<file path="src/rtl/axi4_txn_scheduler.sv">
// Round-robin write/read transaction scheduler feeding the AXI4 master, with per-direction outstanding caps.
// Optional per-direction watchdog is enabled by defining AXI_SCHED_TIMEOUT_EN.
module axi4_txn_scheduler #(
  parameter int MAX_OUTSTANDING = 4,
  parameter int CNT_W           = 3,
  parameter int TMR_W           = 10
) (
  input  logic             ACLK,
  input  logic             ARESETn,
  input  logic             wr_req,
  input  logic             rd_req,
  input  logic             wr_rsp_en,
  input  logic             rd_rsp_en,
  output logic             wr_trn_en,
  output logic             rd_trn_en,
  output logic [CNT_W-1:0] wr_outstanding,
  output logic [CNT_W-1:0] rd_outstanding,
  output logic             wr_stall,
  output logic             rd_stall,
  output logic             protocol_err,
  output logic             timeout
);

  localparam logic [CNT_W-1:0] MAX_CNT = CNT_W'(MAX_OUTSTANDING);

  typedef enum logic [1:0] {IDLE, ISSUE_W, ISSUE_R, GAP} state_t;

  state_t           r_state, w_next;
  logic             r_last_wr;
  logic [CNT_W-1:0] r_wr_cnt, r_rd_cnt;
  logic             r_perr;
  logic             w_wr_elig, w_rd_elig, w_wr_inc, w_rd_inc, w_wr_err, w_rd_err;

  assign w_wr_elig = wr_req && (r_wr_cnt < MAX_CNT);
  assign w_rd_elig = rd_req && (r_rd_cnt < MAX_CNT);
  assign w_wr_inc  = (r_state == ISSUE_W);
  assign w_rd_inc  = (r_state == ISSUE_R);
  assign w_wr_err  = wr_rsp_en && !w_wr_inc && (r_wr_cnt == '0);
  assign w_rd_err  = rd_rsp_en && !w_rd_inc && (r_rd_cnt == '0);

  always_ff @(posedge ACLK) begin
    if (!ARESETn) begin
      r_state   <= IDLE;
      r_last_wr <= 1'b0;
    end else begin
      r_state <= w_next;
      if (w_wr_inc) r_last_wr <= 1'b1;
      if (w_rd_inc) r_last_wr <= 1'b0;
    end
  end

  // Tie goes to the direction not granted last; GAP gives the decoder a cycle to advance its request.
  always_comb begin
    w_next = r_state;
    case (r_state)
      IDLE: begin
        if (w_wr_elig && (!w_rd_elig || !r_last_wr))
          w_next = ISSUE_W;
        else if (w_rd_elig)
          w_next = ISSUE_R;
      end
      ISSUE_W: w_next = GAP;
      ISSUE_R: w_next = GAP;
      GAP:     w_next = IDLE;
      default: w_next = IDLE;
    endcase
  end

  // Issue and response in the same cycle cancel; a response against an empty count is an error.
  always_ff @(posedge ACLK) begin
    if (!ARESETn) begin
      r_wr_cnt <= '0;
      r_rd_cnt <= '0;
      r_perr   <= 1'b0;
    end else begin
      if (w_wr_inc && !wr_rsp_en)
        r_wr_cnt <= r_wr_cnt + 1'b1;
      else if (!w_wr_inc && wr_rsp_en && (r_wr_cnt != '0))
        r_wr_cnt <= r_wr_cnt - 1'b1;
      if (w_rd_inc && !rd_rsp_en)
        r_rd_cnt <= r_rd_cnt + 1'b1;
      else if (!w_rd_inc && rd_rsp_en && (r_rd_cnt != '0))
        r_rd_cnt <= r_rd_cnt - 1'b1;
      if (w_wr_err || w_rd_err) r_perr <= 1'b1;
    end
  end

  assign wr_trn_en      = w_wr_inc;
  assign rd_trn_en      = w_rd_inc;
  assign wr_outstanding = r_wr_cnt;
  assign rd_outstanding = r_rd_cnt;
  assign wr_stall       = wr_req && (r_wr_cnt == MAX_CNT);
  assign rd_stall       = rd_req && (r_rd_cnt == MAX_CNT);
  assign protocol_err   = r_perr;

`ifdef AXI_SCHED_TIMEOUT_EN
  localparam logic [TMR_W-1:0] TMR_MAX = '1;

  logic [TMR_W-1:0] r_wr_tmr, r_rd_tmr;
  logic             r_timeout;

  // Watchdog counts cycles with work in flight and no response; saturates at the limit.
  always_ff @(posedge ACLK) begin
    if (!ARESETn) begin
      r_wr_tmr  <= '0;
      r_rd_tmr  <= '0;
      r_timeout <= 1'b0;
    end else begin
      if (wr_rsp_en || (r_wr_cnt == '0))
        r_wr_tmr <= '0;
      else if (r_wr_tmr != TMR_MAX)
        r_wr_tmr <= r_wr_tmr + 1'b1;
      if (rd_rsp_en || (r_rd_cnt == '0))
        r_rd_tmr <= '0;
      else if (r_rd_tmr != TMR_MAX)
        r_rd_tmr <= r_rd_tmr + 1'b1;
      if ((r_wr_tmr == TMR_MAX) || (r_rd_tmr == TMR_MAX)) r_timeout <= 1'b1;
    end
  end

  assign timeout = r_timeout;
`else
  assign timeout = 1'b0;
`endif

endmodule

</file>
<file path="config.mk">
export PLATFORM = sky130hd
export DESIGN_NAME = axi4_txn_scheduler
export DESIGN_NICKNAME = d
export VERILOG_FILES = /design/src/rtl/axi4_txn_scheduler.sv
export SDC_FILE = /design/constraint.sdc
export NUM_CORES = 1
export LEC_CHECK = 0
export CAP_MARGIN = 20
export CORE_MARGIN = 8
export CORE_UTILIZATION = 42
export CTS_CLUSTER_DIAMETER = 150
export DETAILED_ROUTE_END_ITERATION = 10
export GPL_ROUTABILITY_DRIVEN = 0
export PLACE_DENSITY = 0.73
export SLEW_MARGIN = 10
export SYNTH_ARGS = -nofsm -noshare
export SYNTH_HDL_FRONTEND = slang
export SYNTH_SLANG_ARGS = --single-unit
</file>
<file path="constraint.sdc">
create_clock -name ACLK -period 2.1 [get_ports ACLK]
set_input_delay 0.21 -clock ACLK [delete_from_list [all_inputs] [get_ports ACLK]]
set_output_delay 0.21 -clock ACLK [all_outputs]
set_load 0.01 [all_outputs]
</file>
==> reports/metrics.csv, run 1 <==
metric,value,unit
Async SR Flop Fraction,0,%
Synth Area in Compound Gates,23.87,%
max layer used,met4,
met3 WL,70,um
post-synth top area share,28.93,%
crit path buf inv count,2,
initial antenna violation count,0,
IO Count,18,
Synth area leader,dfxtp_1,
Final Net Count,116,
largest net degree at the start of global routing,10,
Met1 Wirelength,817,um
"critical path, cell by cell",inv_2 > ha_1 > nor2b_4 > inv_1 > fa_1 > or3_1 > a221oi_2,
first-pass GRT wire length,2856,um
Worst Path Max Fanout,4,
final hold violations,0,
Port Buffer Count,16,
CP max-delay cell,or3_1,
pre-CTS setup slack,0.06201,ns
Max-cap violations,0,
CTS Buf Count,3,
die height,56.59,um
CTS tree,built,
synthesized net count,89,
status,finished clean,
wire per inst,14.02,um
clk buf depth,2,
routed vias/inst,5.492,
grt ovf,0,
top_reg_cell synth,dfxtp_1,
iteration-0 DRC count of the detailed router,12,
Die Span X,56.59,um
total power,1.375,mW
DRC,0,
largest family of logic cells by synthesized area,compound AO/OA/AOI/OAI gates,
share of post-route cells with drive strength above 1,18.63,%
placed cell count,115,
Peak Freq,506.0,MHz
Synth area leaders,"dfxtp_1 (29%), ha_1 (7.2%), fa_1 (5.8%)",
WL met2,741,um
Synth Area per Inst,8.986,um2
number of synthesized flops with an enable pin,0,
Pre-antenna DRT Iters,4,
DIE AREA,3202,um2
clock skew,0.001676,ns
synth cell count leaders,"dfxtp_1 (10), nor2_1 (8), inv_1 (7)",
Final Slew Violations,0,
worst vdd ir,0.7225,mV
dpl hpwl,1249,um
critical path endpoint category,register,
fin crit period,1.976,ns
Final period util,94.12,%
DRT antenna net count,0,
clock slew at reported path FFs,0.06,ns
Site Rows,14,
total wire length,1654,um
final core occ,62.56,%
Post-Synth Adder-Cell Area,13.02,%
HP Class,reg -> reg,
ANT cells,0,
Synth Register Bits,10,
Root Driver,clkbuf_4,
XOR/XNOR share of the synthesized area,1.266,%
Leak Pwr,0.3929,nW
vias in the first global route,663,
most frequent cell after synthesis,dfxtp_1,
crit path kind,reg -> reg,
Mapped Cells,77,
"Clk Latency, worst-skew pair",0.26,ns
GRT Util Overall,10.66,%
setup violators final,0,
Worst EP arrival,2.16,ns
core area,1524,um2
Post-Synth Simple-Gate Area,22.42,%
H-tree level count,1,
clock sink count,10,
Initial Util,45.40,%
"Seq/Total Area, Yosys",28.93,%
Area Growth Syn to Fin,37.79,%
Post-Syn Area,691.9,um2
Crit path largest cell delay,0.39,ns
post-synthesis mux area share,4.521,%
setup slack after layout,0.1235,ns
power per cell area,1442,nW/um2
via count,648,
Worst EP required,2.28,ns
Ys Warns,0,
number of distinct library cells after synthesis,36,
Finished Layout Cells,118,
Fillers,132,
critical path's top delay family,adder cells,
crit start category,register,
setup TNS after final layout,0,ns
[power breakdown]
group          total (mW)  switching (mW)  internal, mW  leakage (nW)
Combinational       0.849           0.379         0.470         0.297
Clock               0.130          0.0634        0.0662        0.0138
Sequential          0.397           0.124         0.272        0.0823
[final timing paths]
path	start	depth (start not counted)	slack, ns	end
setup reg to reg	r_state[0]	7	0.12	rd_outstanding[2]
hold reg to reg	r_last_wr	2	0.48	r_last_wr
setup / recovery	r_state[0]	7	0.12	rd_outstanding[2]
hold / removal	r_last_wr	2	0.48	r_last_wr
[timing repair]
item | CTS | global route
hold buffers | 0 | 0
buffers inserted | 0 | 0
hold endpoints to repair | 0 | 0
setup endpoints to repair | 0 | 1
resized for setup | 0 | 3
[logic make-up (layout without fill, tap and decap cells)]
family                   Yosys count  in the layout
AND/OR/NAND/NOR                   27             27
AO/OA/AOI/OAI                     20             20
flip-flops                        10             10
buffers and inverters              9             34
adder cells (fa/ha/maj)            6              6
multiplexers                       3              3
other                              1              1
XOR/XNOR                           1              1
[through the flow]
step	area, um2	hold slack, ns
detailed placement	919.6	0.4716
finish	953.4	0.4835
CTS	942.2	0.4877
global placement	919.6	0.4685
floorplan	694.4	0.3329
global route	953.4	0.5095
[worst min-delay path: stages (launching register included)]
cell and delay [ns]:
dfxtp_1 0.30, nor2_1 0.09, nor3_1 0.04
[per-layer routing]
metal / GRT usage, % / vias up
met5: 0 / -
met3: 2.697 / 3
met1: 13.29 / 296
met4: 5.155 / 0
li1: - / 334
met2: 16.46 / 15
[area by class of cell]
type | count | area [um2] | area share [%]
multi-input combinational | 58 | 467.9 | 49.08
timing repair buffer | 23 | 212.7 | 22.31
sequential | 10 | 200.2 | 21.00
inverter | 8 | 30.03 | 3.150
clock buffer | 3 | 22.52 | 2.362
tap | 16 | 20.02 | 2.100
[flip-flops by register name (all words and copies together), names as in the netlist]
register	flops
rd_outstanding	3
wr_outstanding	3
r_state	2
protocol_err	1
r_last_wr	1
[cells in the final DEF (no fill, tap or decap), types with 2 or more instances in the layout]
cell type	instances
ha_1	4
or3_1	4
nor4_1	2
clkbuf_4	3
o311a_1	2
dfxtp_1	10
nand2_1	2
inv_1	6
inv_2	2
and3_1	2
a21oi_1	4
a221oi_2	3
buf_4	7
nor2b_1	2
nor2_1	8
clkdlybuf4s50_1	16
mux2i_1	2
fa_1	2
o22ai_1	2
Power figures use the tool's default switching activity.
==> inputs of run 2 (changes only) <==
CORE_UTILIZATION = 46   (was 42)
PLACE_DENSITY = 0.76   (was 0.73)
clock period = 1.85 ns   (was 2.1 ns; I/O delays follow)
==> run 2 against run 1 <==
  * Final cell count rose by 3.4%
  * Register-to-register slack got worse by 0.05 ns
  * Worst setup slack lost 0.051 ns
  * Die area fell by 6.3%
  * Maximum frequency increased by 11%
  * Worst hold slack improved by 0.00059 ns
  * Critical path type unchanged
  * Highest routed layer unchanged
==> reports/metrics.csv, run 2 (synthesis results as in run 1) <==
metric,value,unit
status,finished clean,
largest net degree at the start of global routing,10,
first-pass GRT wire length,2725,um
crit start category,register,
Final period util,96.09,%
Worst EP arrival,1.95,ns
routed vias/inst,5.492,
dpl hpwl,1276,um
Worst EP required,2.02,ns
die height,54.79,um
most frequent cells in the layout,"clkdlybuf4s50_1 (16), buf_4 (11), nor2_1 (8), dfxtp_1 (8)",
CTS tree,built,
"Hold-fix buffers, CTS",0,
Sequential cell area,205.2,um2
core area,1454,um2
clk buf depth,2,
Site Rows,14,
fin area,1026,um2
Worst Path Max Fanout,2,
crit path kind,reg -> reg,
H-tree level count,1,
grt ovf,0,
Fillers,119,
Crit path largest cell delay,0.39,ns
setup violators final,0,
FF-to-FF path depth,7,
clock skew,0.002888,ns
ANT cells,0,
Leak Pwr,0.4139,nW
fin crit period,1.778,ns
"Clk Latency, worst-skew pair",0.26,ns
Fin Hold WS,0.4840,ns
Port Buffer Count,16,
multi-input logic area,503.0,um2
GRT Util Overall,11.98,%
critical path's top delay family,simple AND/OR/NAND/NOR gates,
DIE AREA,3001,um2
share of post-route cells with drive strength above 1,30.19,%
Final Net Count,120,
Area Growth Syn to Fin,48.28,%
vias in the first global route,659,
placed cell count,116,
"critical path, cell by cell",buf_4 > ha_4 > nor2b_4 > inv_2 > fa_2 > or3_4 > a221oi_2,
DRC,0,
FF-to-FF setup slack,0.07,ns
HP Class,reg -> reg,
hold-critical path depth,1,
clock slew at reported path FFs,0.06,ns
Pre-antenna DRT Iters,4,
via count,670,
setup TNS after final layout,0,ns
iteration-0 DRC count of the detailed router,4,
Root Driver,clkbuf_4,
Hold Crit Start,protocol_err,
clock sink count,10,
final hold violations,0,
worst r2r dst,rd_outstanding[2],
reg2reg start,r_state[1],
IO Count,18,
Final Slew Violations,0,
Die Span X,54.79,um
initial antenna violation count,0,
worst vdd ir,0.9118,mV
Finished Layout Cells,122,
CTS Buf Count,3,
cell area after placement,963.4,um2
Initial Util,47.59,%
Hold Path End,protocol_err,
critical path endpoint category,register,
CP max-delay cell,or3_4,
crit path buf inv count,2,
power per cell area,1629,nW/um2
Max-cap violations,0,
DRT antenna net count,0,
wire per inst,13.83,um
Peak Freq,562.6,MHz
total wire length,1687,um
"commonest non-fill, non-tap cell in the layout",clkdlybuf4s50_1,
==> run 2: cell types whose count changed in the layout (fill, tap and decap cells not counted), moves of 2 or more <==
cell and delta:
inv_1 -2, ha_1 -2, dfxtp_1 -2, buf_4 +4
fa_2 +2, fa_1 -2, ha_4 +2
==> run 2: layout make-up <==
class                      instances  area share (%)
clock buffer                       3           2.195
inverter                           8           3.171
tap                               16           1.951
timing repair buffer              27           23.66
sequential                        10           20.00
multi-input combinational         58           49.02
==> run 2: repair_timing <==
action / 4_1_cts / 5_1_grt
setup endpoints to repair: 1 / 2
resized for setup: 1 / 4
cloned: 0 / 0
buffers inserted: 3 / 0
pin swaps: 4 / 3
==> run 2: worst max-delay path by stage <==
stage,start,endpoint,slack (ns),cells after the start
after global routing,r_state[0],rd_outstanding[2],-0.03,7
final,r_state[1],rd_outstanding[2],0.07,7
after floorplan,r_state[0],rd_outstanding[2],0.00007,7
after detailed placement,wr_rsp_en,wr_outstanding[2],-0.05,5
after global placement,wr_rsp_en,wr_outstanding[2],-0.003,5
after CTS,r_state[1],wr_outstanding[2],0.003,6
==> run 2: report_power, final <==
group / internal [mW] / switching, mW
clock network: 0.0748 / 0.0674
logic: 0.594 / 0.463
registers: 0.318 / 0.154
total: 0.987 / 0.684
==> run 2: metrics by stage <==
stage | utilization, % | power [mW] | worst slack, ns
after global routing | 70.57 | 1.808 | -0.02659
after CTS | 69.45 | 1.643 | 0.003086
final | 70.57 | 1.671 | 0.07240
after floorplan | - | 1.067 | 0.00006772
after detailed placement | 66.27 | 1.451 | -0.05213
after global placement | 66.27 | 1.424 | -0.003265
==> run 2: routing by layer <==
layer | vias to the layer above | track usage (%) | routed length (um)
li1 | 341 | - | -
met1 | 311 | 13.87 | 758
met2 | 16 | 20.19 | 816
met3 | 2 | 3.533 | 102
met4 | 0 | 4.508 | 9
met5 | - | 0 | 0
